`src/rtl/mem_access_unit_pkg.sv`:
```
// Shared types for the data-RAM access unit: access sizes, FSM states and
// the alignment check used at request acceptance.
package mem_pkg;

  typedef enum logic [1:0] {
    SZ_BYTE = 2'b00,
    SZ_HALF = 2'b01,
    SZ_WORD = 2'b10,
    SZ_RSVD = 2'b11
  } size_e;

  typedef enum logic [2:0] {
    IDLE,
    READ,
    WRITE,
    ERR,
    RESP
  } state_e;

  // Reserved size is reported through the same error path as misalignment.
  function automatic logic is_misaligned(size_e size, logic [1:0] off);
    case (size)
      SZ_BYTE: is_misaligned = 1'b0;
      SZ_HALF: is_misaligned = off[0];
      SZ_WORD: is_misaligned = (off != 2'b00);
      default: is_misaligned = 1'b1;
    endcase
  endfunction

endpackage

```
`src/rtl/mem_access_unit_lane.sv`:
```
// Big-endian lane steering: extracts/extends load data and merges sub-word
// store data into a previously read word.
module be_lane_unit
  import mem_pkg::*;
(
  input  logic [1:0]  off,
  input  size_e       size,
  input  logic        sgn,
  input  logic [31:0] word,
  input  logic [31:0] data,
  output logic [31:0] ld_data,
  output logic [31:0] st_word
);

  // Offset 0 is the most significant byte, so the shift is (3-off)*8.
  logic [4:0]  sh;
  logic [7:0]  b;
  logic [15:0] h;

  assign sh = {~off, 3'b000};
  assign b  = word[sh +: 8];
  assign h  = off[1] ? word[15:0] : word[31:16];

  always_comb begin
    case (size)
      SZ_BYTE: ld_data = {{24{sgn & b[7]}}, b};
      SZ_HALF: ld_data = {{16{sgn & h[15]}}, h};
      default: ld_data = word;
    endcase
  end

  always_comb begin
    st_word = word;
    case (size)
      SZ_BYTE: st_word[sh +: 8] = data[7:0];
      SZ_HALF: begin
        if (off[1]) st_word[15:0]  = data[15:0];
        else        st_word[31:16] = data[15:0];
      end
      default: st_word = data;
    endcase
  end

endmodule

```
`src/rtl/mem_access_unit.sv`:
```
// MEM-stage initiator for a word-only big-endian RAM: sub-word loads are
// extracted, sub-word stores use read-modify-write, bad accesses error out.
module mem_access_unit
  import mem_pkg::*;
#(
  parameter int ADDR_WIDTH = 10,
  parameter int DATA_WIDTH = 32
) (
  input  logic                  clk,
  input  logic                  rst_n,
  input  logic                  req_valid,
  output logic                  req_ready,
  input  logic                  req_write,
  input  logic [1:0]            req_size,
  input  logic                  req_signed,
  input  logic [ADDR_WIDTH-1:0] req_addr,
  input  logic [DATA_WIDTH-1:0] req_wdata,
  output logic                  resp_valid,
  input  logic                  resp_ready,
  output logic [DATA_WIDTH-1:0] resp_rdata,
  output logic                  resp_err,
  output logic [ADDR_WIDTH-1:0] ram_addr,
  output logic                  ram_we,
  output logic [DATA_WIDTH-1:0] ram_wdata,
  input  logic [DATA_WIDTH-1:0] ram_rdata
);

  state_e                state_q, state_d;
  logic [ADDR_WIDTH-1:0] addr_q, addr_d;
  size_e                 size_q, size_d;
  logic                  write_q, write_d;
  logic                  signed_q, signed_d;
  logic [DATA_WIDTH-1:0] wdata_q, wdata_d;
  logic [DATA_WIDTH-1:0] rd_q, rd_d;
  logic [DATA_WIDTH-1:0] rdata_q, rdata_d;
  logic                  err_q, err_d;

  logic [DATA_WIDTH-1:0] lane_word, ld_data, st_word;

  // In READ the live RAM word is steered; in WRITE the captured copy is merged.
  assign lane_word = (state_q == READ) ? ram_rdata : rd_q;

  be_lane_unit u_lane (
    .off     (addr_q[1:0]),
    .size    (size_q),
    .sgn     (signed_q),
    .word    (lane_word),
    .data    (wdata_q),
    .ld_data (ld_data),
    .st_word (st_word)
  );

  assign req_ready  = (state_q == IDLE);
  assign resp_valid = (state_q == RESP);
  assign resp_rdata = rdata_q;
  assign resp_err   = err_q;
  assign ram_we     = (state_q == WRITE);
  assign ram_wdata  = (state_q == WRITE) ? st_word : '0;
  assign ram_addr   = (state_q != IDLE) ? {addr_q[ADDR_WIDTH-1:2], 2'b00} : '0;

  always_comb begin
    state_d  = state_q;
    addr_d   = addr_q;
    size_d   = size_q;
    write_d  = write_q;
    signed_d = signed_q;
    wdata_d  = wdata_q;
    rd_d     = rd_q;
    rdata_d  = rdata_q;
    err_d    = err_q;
    case (state_q)
      IDLE: begin
        if (req_valid) begin
          addr_d   = req_addr;
          size_d   = size_e'(req_size);
          write_d  = req_write;
          signed_d = req_signed;
          wdata_d  = req_wdata;
          rdata_d  = '0;
          err_d    = 1'b0;
          if (is_misaligned(size_e'(req_size), req_addr[1:0])) state_d = ERR;
          else if (req_write && size_e'(req_size) == SZ_WORD)  state_d = WRITE;
          else                                                 state_d = READ;
        end
      end
      READ: begin
        rd_d = ram_rdata;
        if (write_q) begin
          state_d = WRITE;
        end else begin
          rdata_d = ld_data;
          state_d = RESP;
        end
      end
      WRITE: state_d = RESP;
      ERR: begin
        err_d   = 1'b1;
        rdata_d = '0;
        state_d = RESP;
      end
      RESP: begin
        if (resp_ready) begin
          err_d   = 1'b0;
          rdata_d = '0;
          state_d = IDLE;
        end
      end
      default: state_d = IDLE;
    endcase
  end

  always_ff @(posedge clk or negedge rst_n) begin
    if (!rst_n) begin
      state_q  <= IDLE;
      addr_q   <= '0;
      size_q   <= SZ_BYTE;
      write_q  <= 1'b0;
      signed_q <= 1'b0;
      wdata_q  <= '0;
      rd_q     <= '0;
      rdata_q  <= '0;
      err_q    <= 1'b0;
    end else begin
      state_q  <= state_d;
      addr_q   <= addr_d;
      size_q   <= size_d;
      write_q  <= write_d;
      signed_q <= signed_d;
      wdata_q  <= wdata_d;
      rd_q     <= rd_d;
      rdata_q  <= rdata_d;
      err_q    <= err_d;
    end
  end

endmodule
```
`config.mk`:
```
export PLATFORM = sky130hd
export DESIGN_NAME = mem_access_unit
export DESIGN_NICKNAME = d
export VERILOG_FILES = /design/src/rtl/mem_access_unit_pkg.sv /design/src/rtl/mem_access_unit_lane.sv /design/src/rtl/mem_access_unit.sv
export SDC_FILE = /design/constraint.sdc
export NUM_CORES = 1
export LEC_CHECK = 0
export CORE_UTILIZATION = 26
export CTS_CLUSTER_DIAMETER = 50
export CTS_CLUSTER_SIZE = 14
export DETAILED_ROUTE_END_ITERATION = 16
export SLEW_MARGIN = 10
export SYNTH_ARGS = -nofsm -noshare
export SYNTH_HDL_FRONTEND = slang
export SYNTH_SLANG_ARGS = --single-unit
export TNS_END_PERCENT = 20
```
`constraint.sdc`:
```
create_clock -name clk -period 8.3 [get_ports clk]
set_input_delay 0.83 -clock clk [delete_from_list [all_inputs] [get_ports clk]]
set_output_delay 0.83 -clock clk [all_outputs]
set_load 0.05 [all_outputs]
```
==> Word-level counts from Yosys, hierarchy flattened <==
Index checks and enable logic that the tools add are counted.
{ "classes": {"shifts": 3, "reduce_logical": 13, "eq_ne": 10, "addsub": 1, "n_mux": 25, "n_bitwise": 3} }
{ "ops": {"columns": ["op", "n"], "rows": [
  ["$mux W32", 5],
  ["$pmux W32 S2", 2],
  ["$pmux W32 S4", 1],
  ["$mux W16", 3],
  ["$bwmux W32", 1],
  ["$shift A8 B7 Y32 const A", 1],
  ["$shiftx A32 B6 Y8", 1],
  ["$shiftx A8 B7 Y32", 1],
  ["$pmux W3 S4", 1],
  ["$mux W10", 1],
  ["$mux W3", 3],
  ["$neg A5 Y7", 1],
  ["$eq A3 B2 Y1 const B", 2],
  ["$pmux W1 S3", 2],
  ["$reduce_bool A3 Y1", 2],
  ["$eq A2 B1 Y1 const B", 2],
  ["$logic_not A2 Y1", 2],
  ["$mux W1", 4],
  ["$mux W2", 2],
  ["$ne A2 B2 Y1 const B", 2],
  ["$reduce_and A2 Y1", 2],
  ["$reduce_and A4 Y1", 1],
  ["$reduce_bool A4 Y1", 1],
  ["$eq A3 B1 Y1 const B", 1],
  ["other kinds (10)", 11]
]} }
{ "totals": {"inputBits": 82, "reg_bits": 114, "out_inout_bits": 78} }

==> Logic depth before layout (Yosys ltp) <==
{ "depth": {"depth_word": 7, "depth_mapped": 10, "depth_no_buf": 6} }

==> Cells and area by module <==
From an unflattened synthesis, not the netlist that was laid out.
{ "hier_totals": {"cells_unflattened": 574, "area_unflattened_um2": 6432.4} }
{ "modules_own_cells": {"columns": ["mod", "cells_per_inst", "seq_area_each_um2", "instances", "area_each_um2"], "rows": [
  ["mem_access_unit", 314, 2852.7, 1, 4664.5],
  ["be_lane_unit", 260, 0.0, 1, 1767.9]
]} }

==> Worst setup path after synthesis <==
OpenSTA, ideal clock, no wires.
{ "synth_timing": {"path_type": "register to output", "start": "register addr_q[1]", "end": "output ram_wdata[15]", "path_stages_with_launch": 8, "t_arrival_ns": 3.610, "t_required_ns": 7.470, "path_slack_ns": 3.860, "n_path_buf": 2, "path_cell_list": "dfrtp_1 > clkbuf_1 > inv_2 > clkbuf_1 > ha_1 > nor4b_1 > a21oi_1 > a221oi_1"} }
{ "synth_between": {"elab_chain_len": 6, "elab_cells_between_ends": 8, "cone_classes": "1 x add/sub; 2 x shift; 4 x mux; 1 x bitwise"} }
{ "synth_rtl": {"columns": ["item", "line", "source"], "rows": [
  ["start, declared", "mem_access_unit.sv:29", "logic [ADDR_WIDTH-1:0] addr_q, addr_d;"],
  ["start signal, assigned", "mem_access_unit.sv:125", "addr_q <= addr_d;"],
  ["$not A2 Y2", "mem_access_unit_lane.sv:20", "assign sh = {~off, 3'b000};"],
  ["$neg A5 Y7", "mem_access_unit_lane.sv:35", "SZ_BYTE: st_word[sh +: 8] = data[7:0];"],
  ["$shiftx A8 B7 Y32 or $shift A8 B7 Y32 (tied branches)", "mem_access_unit_lane.sv:35", null],
  ["$bwmux W32", "mem_access_unit_lane.sv:35", null],
  ["$pmux W32 S2 *", "mem_access_unit_lane.sv:34", "case (size)"],
  ["$mux W32 *", "mem_access_unit.sv:58", "assign ram_wdata = (state_q == WRITE) ? st_word : '0;"],
  ["end, declared", "mem_access_unit.sv:24", "output logic [DATA_WIDTH-1:0] ram_wdata,"]
]} }
Mark *: on every way between the ends. The rest lies on a longest branch, timed or not.

==> Final worst setup path <==
{ "layout_timing": {"start": "register addr_q[1]", "end": "output ram_wdata[1]"} }
Same word-level chain as after synthesis.

==> impl_results.md <==
- Worst Hold Class: input pin to asynchronous set/reset pin
- Skew final: a little over 0.007 ns
- Register area share after synthesis: between 40% and 50%
- Fin nets: roughly 830
- Die area: 24600 um2
- Postcts setup bufs: 0
- Max-cap violation count: 0
- Layout cells sized above 1: between 10% and 20%
- Via-per-instance ratio: 5.06
- Yosys warning count: 0
- Diode count: 0
- Worst Reg-to-Reg Cells: 3
- Dominant synthesized flop cell: dfrtp_1
- DR WL/cell: between 15 and 20 um
- Area of placed instances: slightly above 8000 um2
- Switching Share: between 40% and 50%
- Critical Setup Path Class: flip-flop to output port
- Layout Cells excl Fill: ~1.1k
- Internal power: 2.03 mW
- Cell accounting for the most synthesized area: dfrtp_1
- CTS Buffer Depth: 2
- Die width: 157 um
- Cell with the most instances after synthesis: dfrtp_1
- Post-layout min period: 5.27 ns
- Post-route antenna net violation count: 0
- Total core area: about 23000 um2
- Synth top area cells: dfrtp_1, mux2_2, mux2i_1, nand2_1, a21oi_1
- Root buf cell: clkbuf_16
- CTS buffer count: 17
- Comb pwr share: 54.7%
- Starting Density: 26.5%
- Tot Pwr: 3.88 mW
- Critical Path RT: between 7 and 8 ns
- CTS Sinks: 114
- Max Freq: ~190 MHz
- Hold buffers post-CTS: 0
- Worst-Skew Late Latency: 0.42 ns
- Antenna violations before repair: 1
- Distinct cells, synth: 45
- Dpl cells: 1044
- Synth-to-Final Area Change: 38.4%
- CTS tree: yes
- Resized cells post-CTS: 0
- Dpl hpwl: 15200 um
- Unrepaired setup endpoints after global routing: no
- Final critical-path share of the clock period: a little under two thirds
- Die Span Y: roughly 160 um
- Asr flop ratio synth: 100%
- Pwr per Cell Area: 450 nW/um2
- Worst vdd ir: 179 uV
- Post-synth EDFFs: 0
- Worst setup EP type: output port
- First-pass GRT wire length: 31800 um
- Synth Register Bits: 114
- Routability cong.: 0.781
- Syn_area_per_cell: between 10 and 15 um2
- Fin area: 8620 um2
- Yosys top cell area share: between 40% and 50%
- Cell area after synthesis: 6230 um2
- Site Rows: between 50 and 60
- Initial DRT Pass Iterations: 6
- Worst R2R Setup Slack: around 5.2 ns
- Filler cell count: 2320
- Psw: 1.84 mW
- Fin. Hold Viols: 0
- Arr. time, crit path: 4.44 ns
- Gr usage total: 17.6%
- Final Slew Violations: 0
- Leak: roughly 3.6 nW
- Post-Route WL: between 20000 and 25000 um
- H-tree depth: 4
- Post-Synthesis Cells: 607
- Clock share of power: 17.8%
- Vias in the first global route: 5228
- Worst-path clk slew: 0.05 ns
- Flop pwr share: 27.5%
- Run status: finished, final reports clean
- Residual DRC: 0
- Slew margin rel.: 24.4%
- Final setup viols: 0
- Worst-margin pin slew: 1.13 ns
- Top Ports: 160
- Startpoint class of the critical path: flip-flop
- Pin count of the biggest net entering global routing: 63
- Most frequent cells after synthesis: dfrtp_1, nand2_1, mux2_2
- Port bufs: ~160
- Reg2reg start: size_q[1]$_DFFE_PN0P_
- DR vias: 5447
- Reg2reg end: resp_rdata[28]$_DFFE_PN0P_
- Setup TNS: 0 ns
- First DRT Iteration DRCs: 436
- GR Overflow Total: 0
- Crit Path Max Fanout: 46
==> cells by family after synthesis <==
logic type / count (synthesis) / synth area share (%)
compound gates: 185 / 21.7
simple gates: 141 / 10.2
flops: 114 / 45.8
mux: 95 / 16.7
buf+inv: 66 / 4.52
fa+ha+maj: 5 / 1.00
other cells: 1 / 0.0602
==> flip-flops by register name, indices dropped and copies added, names as in the netlist <==
register	count
rd_q	32
resp_rdata	32
wdata_q	32
addr_q	10
state_q	3
size_q	2
resp_err	1
signed_q	1
write_q	1
==> worst max-delay path by stage <==
| stage | slack [ns] | from | cells after the start | endpoint |
|---|---|---|---|---|
| 2_1_floorplan | 3.86 | addr_q[1]$_DFFE_PN0P_ | 7 | ram_wdata[15] |
| 3_3_place_gp | 3.56 | addr_q[1]$_DFFE_PN0P_ | 7 | ram_wdata[0] |
| 3_5_place_dp | 3.50 | addr_q[1]$_DFFE_PN0P_ | 7 | ram_wdata[1] |
| 4_1_cts | 3.04 | addr_q[1]$_DFFE_PN0P_ | 7 | ram_wdata[1] |
| 5_1_grt | 2.78 | addr_q[1]$_DFFE_PN0P_ | 7 | ram_wdata[6] |
| 6_report | 3.03 | addr_q[1]$_DFFE_PN0P_ | 7 | ram_wdata[1] |
==> critical path, stage by stage, from the launching register on <==
cell             delay (ns)
dfrtp_1                0.35
buf_4                  0.26
inv_2                  0.76
ha_1                   0.42
o31ai_1                0.85
a2bb2oi_1              0.16
a211oi_1               0.33
clkdlybuf4s50_1        0.87
==> power by group through the flow <==
| stage | Clock (mW) | Combinational [mW] | Sequential (mW) |
|---|---|---|---|
| after floorplan | 0 | 1.34 | 1.16 |
| after global placement | 0 | 2.10 | 1.06 |
| after detailed placement | 0 | 2.11 | 1.07 |
| after CTS | 0.707 | 2.12 | 1.06 |
| after global routing | 0.727 | 2.27 | 1.10 |
| final | 0.689 | 2.12 | 1.07 |
==> through the flow <==
stage | hold WS, ns | utilization, % | worst slack, ns
after detailed placement | 0.460 | 34.4 | 3.50
after global placement | 0.452 | 34.4 | 3.56
after floorplan | 0.473 | - | 3.86
after CTS | 0.472 | 36.7 | 3.04
final | 0.459 | 36.7 | 3.03
after global routing | 0.493 | 36.7 | 2.78
==> cell type report <==
type | instances | area, um2 | share of cell area (%)
Clock buffer | 18 | 439 | 5.09
Timing Repair Buffer | 165 | 1630 | 18.9
Tap cell | 319 | 399 | 4.63
Sequential cell | 114 | 2850 | 33.1
Clock inverter | 14 | 115 | 1.33
Multi-Input combinational cell | 428 | 3120 | 36.2
Inverter | 18 | 67.6 | 0.783
==> cells in the final DEF (no fill, tap or decap), drive strengths merged, types with 3 or more instances in the layout <==
| cell | n |
|---|---|
| a221o | 16 |
| mux2i | 41 |
| inv | 18 |
| nor2 | 11 |
| nand2 | 93 |
| a32oi | 7 |
| clkdlybuf4s50 | 156 |
| nor4b | 3 |
| buf | 9 |
| o211ai | 16 |
| clkinv | 8 |
| ha | 5 |
| clkinvlp | 5 |
| a22oi | 9 |
| dfrtp | 114 |
| a221oi | 11 |
| o2111a | 8 |
| a21oi | 38 |
| clkbuf | 18 |
| and2 | 3 |
| a211oi | 15 |
| o21ai | 36 |
| nor3b | 4 |
| mux2 | 52 |
| or2 | 10 |
| nor2b | 10 |
| o221ai | 7 |
| a222oi | 5 |
| a2bb2oi | 10 |
==> routing by layer <==
| metal | wire [um] | GRT usage (%) | vias to the layer above |
|---|---|---|---|
| met4 | 354 | 6.07 | 2 |
| met3 | 1400 | 4.43 | 27 |
| met5 | 11 | 0 | - |
| met1 | 10300 | 25.0 | 2668 |
| li1 | - | - | 2556 |
| met2 | 9200 | 25.7 | 194 |
Power figures use the tool's default switching activity.
